`config.mk`:
```
export PLATFORM = sky130hd
export DESIGN_NAME = max_pool_unit
export DESIGN_NICKNAME = d
export VERILOG_FILES = /design/src/rtl/max_pool_unit.sv
export SDC_FILE = /design/constraint.sdc
export NUM_CORES = 1
export LEC_CHECK = 0
export CAP_MARGIN = 20
export CORE_ASPECT_RATIO = 1.25
export CORE_UTILIZATION = 30
export DETAILED_ROUTE_END_ITERATION = 12
export PLACE_DENSITY = 0.5
export RECOVER_POWER = 25
export SLEW_MARGIN = 20
export SYNTH_ARGS = -nofsm -noshare
export SYNTH_HDL_FRONTEND = slang
export SYNTH_SLANG_ARGS = --single-unit
```
`constraint.sdc`:
```
create_clock -name clk -period 16.1 [get_ports clk]
set_input_delay 4.025 -clock clk [delete_from_list [all_inputs] [get_ports clk]]
set_output_delay 4.025 -clock clk [all_outputs]
set_load 0.02 [all_outputs]
```
`src/rtl/max_pool_unit.sv`:
```
// Purpose : streaming signed max-pooling over non-overlapping k x k windows (raster input).
// Latency : one cycle from the window's final accepted sample to valid_op/data_out.
// Backpres: none; data_valid gaps stall every counter and hold partial maxima.
//
// Ports: clk, rst_n (sync, active-low); enable/size_act/size_kernel/number_feature
// start a job from IDLE; data_in/data_valid carry samples; data_out/valid_op carry one
// result per window; busy is high in RUN/DRAIN; done pulses once per job.
// Optional macro POOL_RELU_EN clamps negative results to zero before registering.
module max_pool_unit #(
  parameter int DATA_W  = 16,
  parameter int MAX_ACT = 32
) (
  input  logic              clk,
  input  logic              rst_n,
  input  logic              enable,
  input  logic [7:0]        size_act,
  input  logic [7:0]        size_kernel,
  input  logic [7:0]        number_feature,
  input  logic [DATA_W-1:0] data_in,
  input  logic              data_valid,
  output logic [DATA_W-1:0] data_out,
  output logic              valid_op,
  output logic              busy,
  output logic              done
);

  localparam int LB_D  = (MAX_ACT / 2 > 0) ? MAX_ACT / 2 : 1;
  localparam int LB_AW = (LB_D > 1) ? $clog2(LB_D) : 1;

  typedef enum logic [1:0] {S_IDLE, S_RUN, S_DRAIN} state_t;

  state_t r_state, w_state_nxt;

  // Job configuration latched on start
  logic [7:0] r_size_act, r_k, r_nfeat, r_nwin;

  // Position counters
  logic [7:0] r_col, r_row, r_feat, r_kc, r_kr, r_wx, r_wy;

  logic signed [DATA_W-1:0] r_hmax;
  logic signed [DATA_W-1:0] r_lbuf [LB_D];
  logic        [DATA_W-1:0] r_data_out;
  logic                     r_valid_op;
  logic                     r_done_late;

  logic                     w_start, w_degen, w_acc;
  logic                     w_last_col, w_last_row, w_last_feat, w_last_smp;
  logic                     w_kc_end, w_kr_end, w_win_act;
  logic [7:0]               w_nwin;
  logic [LB_AW-1:0]         w_lb_idx;
  logic signed [DATA_W-1:0] w_din, w_h, w_lb_rd, w_lb_max, w_res;

  function automatic logic signed [DATA_W-1:0] smax(
    input logic signed [DATA_W-1:0] a,
    input logic signed [DATA_W-1:0] b
  );
    return (a > b) ? a : b;
  endfunction

  assign w_din   = $signed(data_in);
  assign w_start = (r_state == S_IDLE) && enable;
  assign w_degen = (size_kernel == 8'd0) || (number_feature == 8'd0) || (size_act == 8'd0);
  // Window count per axis; floor division drops remainder rows/columns
  assign w_nwin  = (size_kernel == 8'd0) ? 8'd0 : size_act / size_kernel;
  assign w_acc   = (r_state == S_RUN) && data_valid;

  assign w_last_col  = (r_col  == r_size_act - 8'd1);
  assign w_last_row  = (r_row  == r_size_act - 8'd1);
  assign w_last_feat = (r_feat == r_nfeat    - 8'd1);
  assign w_last_smp  = w_last_col && w_last_row && w_last_feat;

  assign w_kc_end  = (r_kc == r_k - 8'd1);
  assign w_kr_end  = (r_kr == r_k - 8'd1);
  assign w_win_act = (r_wx < r_nwin) && (r_wy < r_nwin);

  // With k>=2 an active window index is below size_act/2, so it always fits the buffer;
  // with k=1 the buffer is never written and its read value is never selected.
  assign w_lb_idx = r_wx[LB_AW-1:0];
  assign w_lb_rd  = r_lbuf[w_lb_idx];

  assign w_h      = (r_kc == 8'd0) ? w_din : smax(r_hmax, w_din);
  assign w_lb_max = smax(w_lb_rd, w_h);
  // kr=0 on the last window row only happens for k=1: pure passthrough
  assign w_res    = (r_kr == 8'd0) ? w_h : w_lb_max;

  // ---------------- FSM: state register ----------------
  always_ff @(posedge clk) begin
    if (!rst_n) r_state <= S_IDLE;
    else        r_state <= w_state_nxt;
  end

  // ---------------- FSM: next state ----------------
  always_comb begin
    w_state_nxt = r_state;
    case (r_state)
      S_IDLE:  if (enable) w_state_nxt = w_degen ? S_DRAIN : S_RUN;
      S_RUN:   if (w_acc && w_last_smp) w_state_nxt = S_DRAIN;
      S_DRAIN: w_state_nxt = S_IDLE;
      default: w_state_nxt = S_IDLE;
    endcase
  end

  // ---------------- FSM: outputs ----------------
  // When the final sample closes a window, done is deferred one cycle so it lands
  // after that last valid_op; otherwise it fires during DRAIN itself.
  always_comb begin
    busy = (r_state == S_RUN) || (r_state == S_DRAIN);
    done = ((r_state == S_DRAIN) && !r_valid_op) || r_done_late;
  end

  always_ff @(posedge clk) begin
    if (!rst_n) r_done_late <= 1'b0;
    else        r_done_late <= (r_state == S_DRAIN) && r_valid_op;
  end

  // ---------------- Counters, horizontal max, result register ----------------
  always_ff @(posedge clk) begin
    if (!rst_n) begin
      r_size_act <= '0;
      r_k        <= '0;
      r_nfeat    <= '0;
      r_nwin     <= '0;
      r_col      <= '0;
      r_row      <= '0;
      r_feat     <= '0;
      r_kc       <= '0;
      r_kr       <= '0;
      r_wx       <= '0;
      r_wy       <= '0;
      r_hmax     <= '0;
      r_data_out <= '0;
      r_valid_op <= 1'b0;
    end else begin
      r_valid_op <= 1'b0;
      if (w_start) begin
        r_size_act <= size_act;
        r_k        <= size_kernel;
        r_nfeat    <= number_feature;
        r_nwin     <= w_nwin;
        r_col      <= '0;
        r_row      <= '0;
        r_feat     <= '0;
        r_kc       <= '0;
        r_kr       <= '0;
        r_wx       <= '0;
        r_wy       <= '0;
      end else if (w_acc) begin
        r_hmax <= w_h;

        if (w_kc_end && w_win_act && w_kr_end) begin
`ifdef POOL_RELU_EN
          r_data_out <= w_res[DATA_W-1] ? '0 : w_res;
`else
          r_data_out <= w_res;
`endif
          r_valid_op <= 1'b1;
        end

        if (w_last_col) begin
          // Row end: restart column-side counters regardless of any remainder columns
          r_col <= '0;
          r_kc  <= '0;
          r_wx  <= '0;
          if (w_last_row) begin
            r_row  <= '0;
            r_kr   <= '0;
            r_wy   <= '0;
            r_feat <= w_last_feat ? 8'd0 : r_feat + 8'd1;
          end else begin
            r_row <= r_row + 8'd1;
            r_kr  <= w_kr_end ? 8'd0 : r_kr + 8'd1;
            if (w_kr_end) r_wy <= r_wy + 8'd1;
          end
        end else begin
          r_col <= r_col + 8'd1;
          r_kc  <= w_kc_end ? 8'd0 : r_kc + 8'd1;
          if (w_kc_end) r_wx <= r_wx + 8'd1;
        end
      end
    end
  end

  // ---------------- Vertical line buffer ----------------
  // Not cleared between windows or features: the first window row always overwrites.
  always_ff @(posedge clk) begin
    if (w_acc && w_kc_end && w_win_act && !w_kr_end) begin
      r_lbuf[w_lb_idx] <= (r_kr == 8'd0) ? w_h : w_lb_max;
    end
  end

  assign data_out = r_data_out;
  assign valid_op = r_valid_op;

endmodule

```
==> qor.txt, run 1 <==
Switching Share -> 0.257
layout cells sized above 1 -> 0.123
number of synthesized flops with an enable pin -> 256
GPL Wtd Cong -> 0.811
FFs w/ async S/R, synth -> 0
Worst-Skew Late Latency -> 0.59 ns
Synth Register Bits -> 384
setup_tns -> 0 ns
sequential power share -> 0.456
number of global-route vias before repair -> 13500
Num CTS Buffers -> 42
Final setup violation count -> 0
Tot GR Track Use -> 0.163
clock slew at reported path FFs -> 0.06 ns
violated checks -> max-capacitance violations, max-slew violations
CTS Root Cell -> clkbuf_16
maximum vdd drop -> 71.1 µV
Crit Path Max Fanout -> 6
FILL cells -> 6247
final WL -> 53500 µm
P per Cell Area -> 106 nW/µm²
kind of critical path -> in -> reg
DR iter-0 viols -> 716
first-pass GRT wire length -> 82100 µm
CTS H-tree lvls -> 2
distinct cell type count after synthesis -> 78
maximum buffer depth of the clock tree -> 3
Yosys top cell area share -> 0.393
vias per cell -> 5.27
P&R area growth vs syn -> 15.7%
yosys warns -> 0
Slowest cell on crit path -> nor4_2
Die ar. -> 66200 µm²
startpoint type of the worst setup path -> input port
CP Capture Type -> register
wire length per cell -> 21.2 µm
most common flop cell mapped by yosys -> edfxtp_1
PortBufs -> 62
Comb power frac -> 0.119
Slew Viols, Final -> 96
WP data required -> 16.52 ns
Worst R2R Path Depth -> 16
antenna viol nets, final -> 0
Synth area leader -> edfxtp_1
hold path depth -> 1
Hold WS -> 0.456 ns
sequential fraction of the synthesis area -> 0.524
initial core utilization -> 0.304
fmax -> 0.0666 GHz
post-synthesis cell area -> 19600 µm²
worst-margin pin slew -> 1.66 ns
HP Start -> data_out[11]$_SDFFE_PN0P_
endpoints failing hold -> 0
CTS tree -> done
die height -> 288 µm
r2r endpoint -> r_lbuf[14][14]$_DFFE_PP_
syn nets -> 1726
critical path data arrival time -> 15.44 ns
r2r setup slk -> 9.49 ns
Hold EP -> data_out[11]$_SDFFE_PN0P_
Max Cap Viol -> 5
cell row count -> 104
Int Power -> 1780 µW
Final period util -> 0.933
die width -> 230 µm
leakage -> 0.00779 µW
Net Sw Power -> 616 µW
via count of the routed design -> 13300
# nets final -> 1782
most used cell, CP -> ha_1
antenna violations before repair -> 0
Residual DRC -> 0
Cells after Synth -> 1581
largest net degree at the start of global routing -> 44
total gr overflow -> 0
RSZ-0062 raised after global routing -> no
Clock Sinks -> 384
reg2reg start -> r_hmax[15]$_SDFFE_PN0P_
Tightest Hold Check Type -> reg -> reg
DR pass1 iterations -> 5
min Tclk post-route -> 15.03 ns
Area contributors post-synth -> edfxtp_1 39%, dfxtp_1 13%, mux4_2 9.2%
max_slew headroom -> -0.104
clk_skew -> 0.0533 ns
status -> finished, violations left
post-DP HPWL -> 36500 µm
CP max stage delay -> 0.59 ns
Ports -> 63
Core Box Area -> 64400 µm²
Clk pwr share -> 0.425
final core utilization -> 0.351
syn avg cell area -> 12.4 µm²
[stage by stage]
stage	area (µm²)	std cells	power, µW	worst slack, ns
floorplan	19600	1581	1310	2.15
global placement	21200	2438	1390	0.698
detailed placement	21200	2439	1400	0.283
CTS	22600	2517	2420	0.863
global route	22600	2519	2490	0.0925
finish	22600	2520	2390	1.07
[cell usage in the layout (no fill, tap or decap), types with 13 or more instances in the layout]
master	n
nand4_1	37
inv_1	102
clkbuf_1	19
mux2_2	16
edfxtp_1	256
a2bb2o_1	14
o311ai_0	16
a22o_1	20
nor2_1	90
nand2_1	58
dfxtp_1	126
dlygate4sd3_1	22
a21oi_1	44
a211oi_1	22
nand3_1	48
clkbuf_16	42
mux4_2	80
o21ai_0	41
and3_1	31
clkdlybuf4s50_1	40
nor4_1	20
xnor2_1	47
o21a_1	14
nor3_1	33
or4_1	13
buf_4	24
ha_1	101
xor2_1	33
mux2i_1	26
a211o_1	23
[cell type report]
| class | count | area, µm² | share of cell area |
|---|---|---|---|
| Timing Repair Buffer | 96 | 861 | 0.0380 |
| Antenna cell | 1 | 2.50 | 0.000111 |
| Sequential cell | 384 | 10300 | 0.453 |
| Multi-Input combinational cell | 1011 | 8620 | 0.381 |
| Clock buffer | 59 | 1170 | 0.0519 |
| Tap cell | 848 | 1060 | 0.0469 |
| Inverter | 102 | 383 | 0.0169 |
| Clock inverter | 19 | 279 | 0.0123 |
[worst max-delay path by stage]
| stage | from | to | slack [ns] | depth (start not counted) |
|---|---|---|---|---|
| after detailed placement | size_kernel[7] | r_nwin[0]$_SDFFE_PN0P_ | 0.28 | 48 |
| after global placement | size_kernel[7] | r_nwin[0]$_SDFFE_PN0P_ | 0.70 | 48 |
| after CTS | size_kernel[7] | r_nwin[0]$_SDFFE_PN0P_ | 0.86 | 48 |
| after floorplan | size_kernel[7] | r_nwin[0]$_SDFFE_PN0P_ | 2.15 | 46 |
| after global routing | size_kernel[7] | r_nwin[0]$_SDFFE_PN0P_ | 0.09 | 48 |
| final | size_kernel[7] | r_nwin[0]$_SDFFE_PN0P_ | 1.07 | 48 |
[routing by layer]
layer / global-route usage / routed length [µm]
met2: 0.291 / 27200
met5: 0 / 0
met1: 0.200 / 22700
met4: 0.0483 / 1400
met3: 0.0254 / 2240
[power groups by stage]
stage                     registers [µW]  clock network [µW]  logic (µW)
final                               1090                1020         284
after global routing                1090                1080         317
after CTS                           1090                1050         286
after detailed placement            1110                   0         285
after global placement              1110                   0         279
after floorplan                     1100                   0         208
[worst max-delay path: cells and delay by family]
kind	cells	cell delay [ns]
buf+inv	1	0.51
mux	4	1.13
compound gates	27	5.40
fa+ha+maj	7	1.91
simple gates	9	2.46
[registers in the layout, summed over array words and instances (netlist names), named ones only]
signal	count
r_lbuf	256
data_out	16
r_hmax	16
r_col	8
r_feat	8
r_k	8
r_kc	8
r_kr	8
r_nfeat	8
r_nwin	8
r_row	8
r_size_act	8
r_wx	8
r_wy	8
r_state	2
r_done_late	1
valid_op	1
[cell families (layout without fill, tap and decap cells)]
family | count (synthesis) | after routing | synth area share
adders and majority gates | 101 | 101 | 0.0646
and+or+nand+nor | 419 | 419 | 0.114
muxes | 122 | 122 | 0.115
DFF | 384 | 384 | 0.524
other | 0 | 1 | 0
xor gates and xnor gates | 81 | 81 | 0.0370
buffers and inverters | 186 | 276 | 0.0368
AOI/OAI and AO/OA | 288 | 288 | 0.109
[timing repair]
item | CTS | global route
setup buffers | 0 | 0
endpoints found under the setup margin | 0 | 1
hold buffers | 0 | 0
gates resized for setup | 0 | 1
[synthesized netlist by cell type, drive strengths merged (14+ instances only)]
cell type  count
a2bb2o        14
o21a          14
edfxtp       256
mux4          80
nand4         37
a211oi        23
and3          31
nor4          23
o21ai         43
and2          22
a211o         23
o311ai        17
or4           14
a22o          20
nand2         58
nor2          92
inv          102
xnor2         47
dfxtp        128
nand3         48
clkbuf        68
nor3          33
a21oi         46
ha           101
buf           16
xor2          33
mux2i         26
mux2          16
No activity file was read; power rests on OpenSTA's default activity.
==> run 2: changes to the inputs <==
- HOLD_SLACK_MARGIN: default -> 0.08
- PLACE_DENSITY: 0.5 -> 0.53
==> qor.txt, run 2 (synthesis results as in run 1) <==
kind of critical path -> in -> reg
first-pass GRT wire length -> 80100 µm (-2.5%)
min Tclk post-route -> 15.37 ns (+0.345 ns)
final instance area -> 22500 µm² (-0.76%)
r2r setup slk -> 9.35 ns (-0.14 ns)
maximum buffer depth of the clock tree -> 3 (unchanged)
setup_tns -> 0 ns (unchanged)
DR iter-0 viols -> 889 (+24%)
final core utilization -> 0.349 (-0.00268)
CTS H-tree lvls -> 2 (unchanged)
largest net degree at the start of global routing -> 60 (+36%)
die height -> 288 µm (unchanged)
worst-margin pin slew -> 1.59 ns (-0.0675 ns)
Placed Area -> 21200 µm² (about the same)
Worst-Skew Late Latency -> 0.58 ns (about the same)
total gr overflow -> 0 (unchanged)
Crit Path Max Fanout -> 7 (+1)
critical path data arrival time -> 15.80 ns (+0.36 ns)
violated checks -> max-capacitance violations, max-slew violations
post-DP HPWL -> 34700 µm (-4.8%)
most common cell after layout, fill and taps aside -> edfxtp_1
DR pass1 iterations -> 4 (-1)
antenna violations before repair -> 1 (+1)
Post-Route M1 WL -> 22300 µm (-1.5%)
Highest Signal Layer -> met4
vias per cell -> 5.25 (-0.38%)
Num CTS Buffers -> 41 (-2.4%)
maximum vdd drop -> 71.9 µV (+1.2%)
endpoints failing hold -> 0 (unchanged)
Clock Sinks -> 384 (unchanged)
Most flops, register -> r_lbuf
WP data required -> 16.53 ns (about the same)
Final setup violation count -> 0 (unchanged)
Slowest cell on crit path -> nor4_1
clk_skew -> 0.0360 ns (-0.0173 ns)
power after layout -> 2310 µW (-3.7%)
via count of the routed design -> 13200 (-0.50%)
number of global-route vias before repair -> 13400 (-0.39%)
Residual DRC -> 0 (unchanged)
# nets final -> 1782 (unchanged)
status -> finished, violations left
CTS Hold Bufs -> 0 (unchanged)
CTS tree -> done
WL met2 -> 26400 µm (-2.7%)
P per Cell Area -> 103 nW/µm² (-2.9%)
Tightest Hold Check Type -> reg -> reg
CTS Root Cell -> clkbuf_16
max FFs per register -> 256 (unchanged)
most used cell, CP -> ha_1
wire length per cell -> 20.6 µm (-2.9%)
post-CTS sizing -> 0 (unchanged)
leakage -> 0.00771 µW (-1.1%)
clock slew at reported path FFs -> 0.06 ns (about the same)
final WL -> 51900 µm (-3.0%)
Ports -> 63 (unchanged)
Post-CTS Setup Inserts -> 0 (unchanged)
cell row count -> 104 (unchanged)
Worst R2R Path Depth -> 16 (unchanged)
Layout Cells excl Fill -> 2517 (-0.12%)
DR WL met3 -> 1960 µm (-13%)
antenna viol nets, final -> 0 (unchanged)
PortBufs -> 62 (unchanged)
antenna cell count -> 0 (-1)
die width -> 230 µm (unchanged)
startpoint type of the worst setup path -> input port
Final period util -> 0.955 (+0.0214)
Die ar. -> 66200 µm² (unchanged)
initial core utilization -> 0.304 (unchanged)
DP Cell Count -> 2442 (+0.12%)
CP Capture Type -> register
Max Cap Viol -> 5 (unchanged)
commonest cells after routing, fill and taps aside -> 256 x edfxtp_1, 126 x dfxtp_1, 102 x inv_1
Core Box Area -> 64400 µm² (unchanged)
layout cells sized above 1 -> 0.117 (-0.00584)
max_slew headroom -> -0.0595 (+0.0450)
hold path depth -> 1 (unchanged)
Slew Viols, Final -> 108 (+13%)
Tot GR Track Use -> 0.157 (-0.00544)
GPL Wtd Cong -> 0.812 (+0.11%)
fmax -> 0.0651 GHz (-2.2%)
CP max stage delay -> 0.73 ns (+0.14 ns)
RSZ-0062 raised after global routing -> no
P&R area growth vs syn -> 14.8%
==> run 2: per-stage QoR <==
stage | setup slack [ns] | hold WS [ns]
2_1_floorplan | 2.15 | 0.448
3_3_place_gp | 0.840 | 0.446
3_5_place_dp | 0.391 | 0.453
4_1_cts | 1.02 | 0.473
5_1_grt | 0.0261 | 0.489
6_report | 0.729 | 0.459
==> run 2: worst paths after layout <==
check | start | to
min | data_out[7]$_SDFFE_PN0P_ | data_out[7]$_SDFFE_PN0P_
max | size_kernel[7] | r_nwin[0]$_SDFFE_PN0P_
min reg2reg | data_out[7]$_SDFFE_PN0P_ | data_out[7]$_SDFFE_PN0P_
max reg2reg | r_hmax[15]$_SDFFE_PN0P_ | r_lbuf[13][14]$_DFFE_PP_
==> run 2: final cells by class <==
cell class / instances / area [µm²]
Inverter: 102 / 383
Fill cell: 6323 / 42000
Clock buffer: 52 / 1100
Clock inverter: 23 / 219
Tap cell: 848 / 1060
Sequential cell: 384 / 10300
Timing Repair Buffer: 97 / 835
Multi-Input combinational cell: 1011 / 8610
==> run 2: metal layers <==
| metal | vias up | GRT usage |
|---|---|---|
| met2 | 252 | 0.283 |
| met5 | - | 0 |
| li1 | 6210 | - |
| met1 | 6680 | 0.196 |
| met3 | 68 | 0.0224 |
| met4 | 0 | 0.0422 |
==> run 2: critical path: cells and delay by family <==
family          cells  cell delay, ns
compound gates     25            4.99
simple gates       10            2.90
fa+ha+maj           7            2.02
mux                 4            1.10
buf+inv             2            0.72
==> run 2: power breakdown <==
part	total, µW	switching (µW)	internal, µW
Clock	931	409	522
Combinational	284	172	112
Sequential	1090	22.5	1070
Total	2310	603	1700
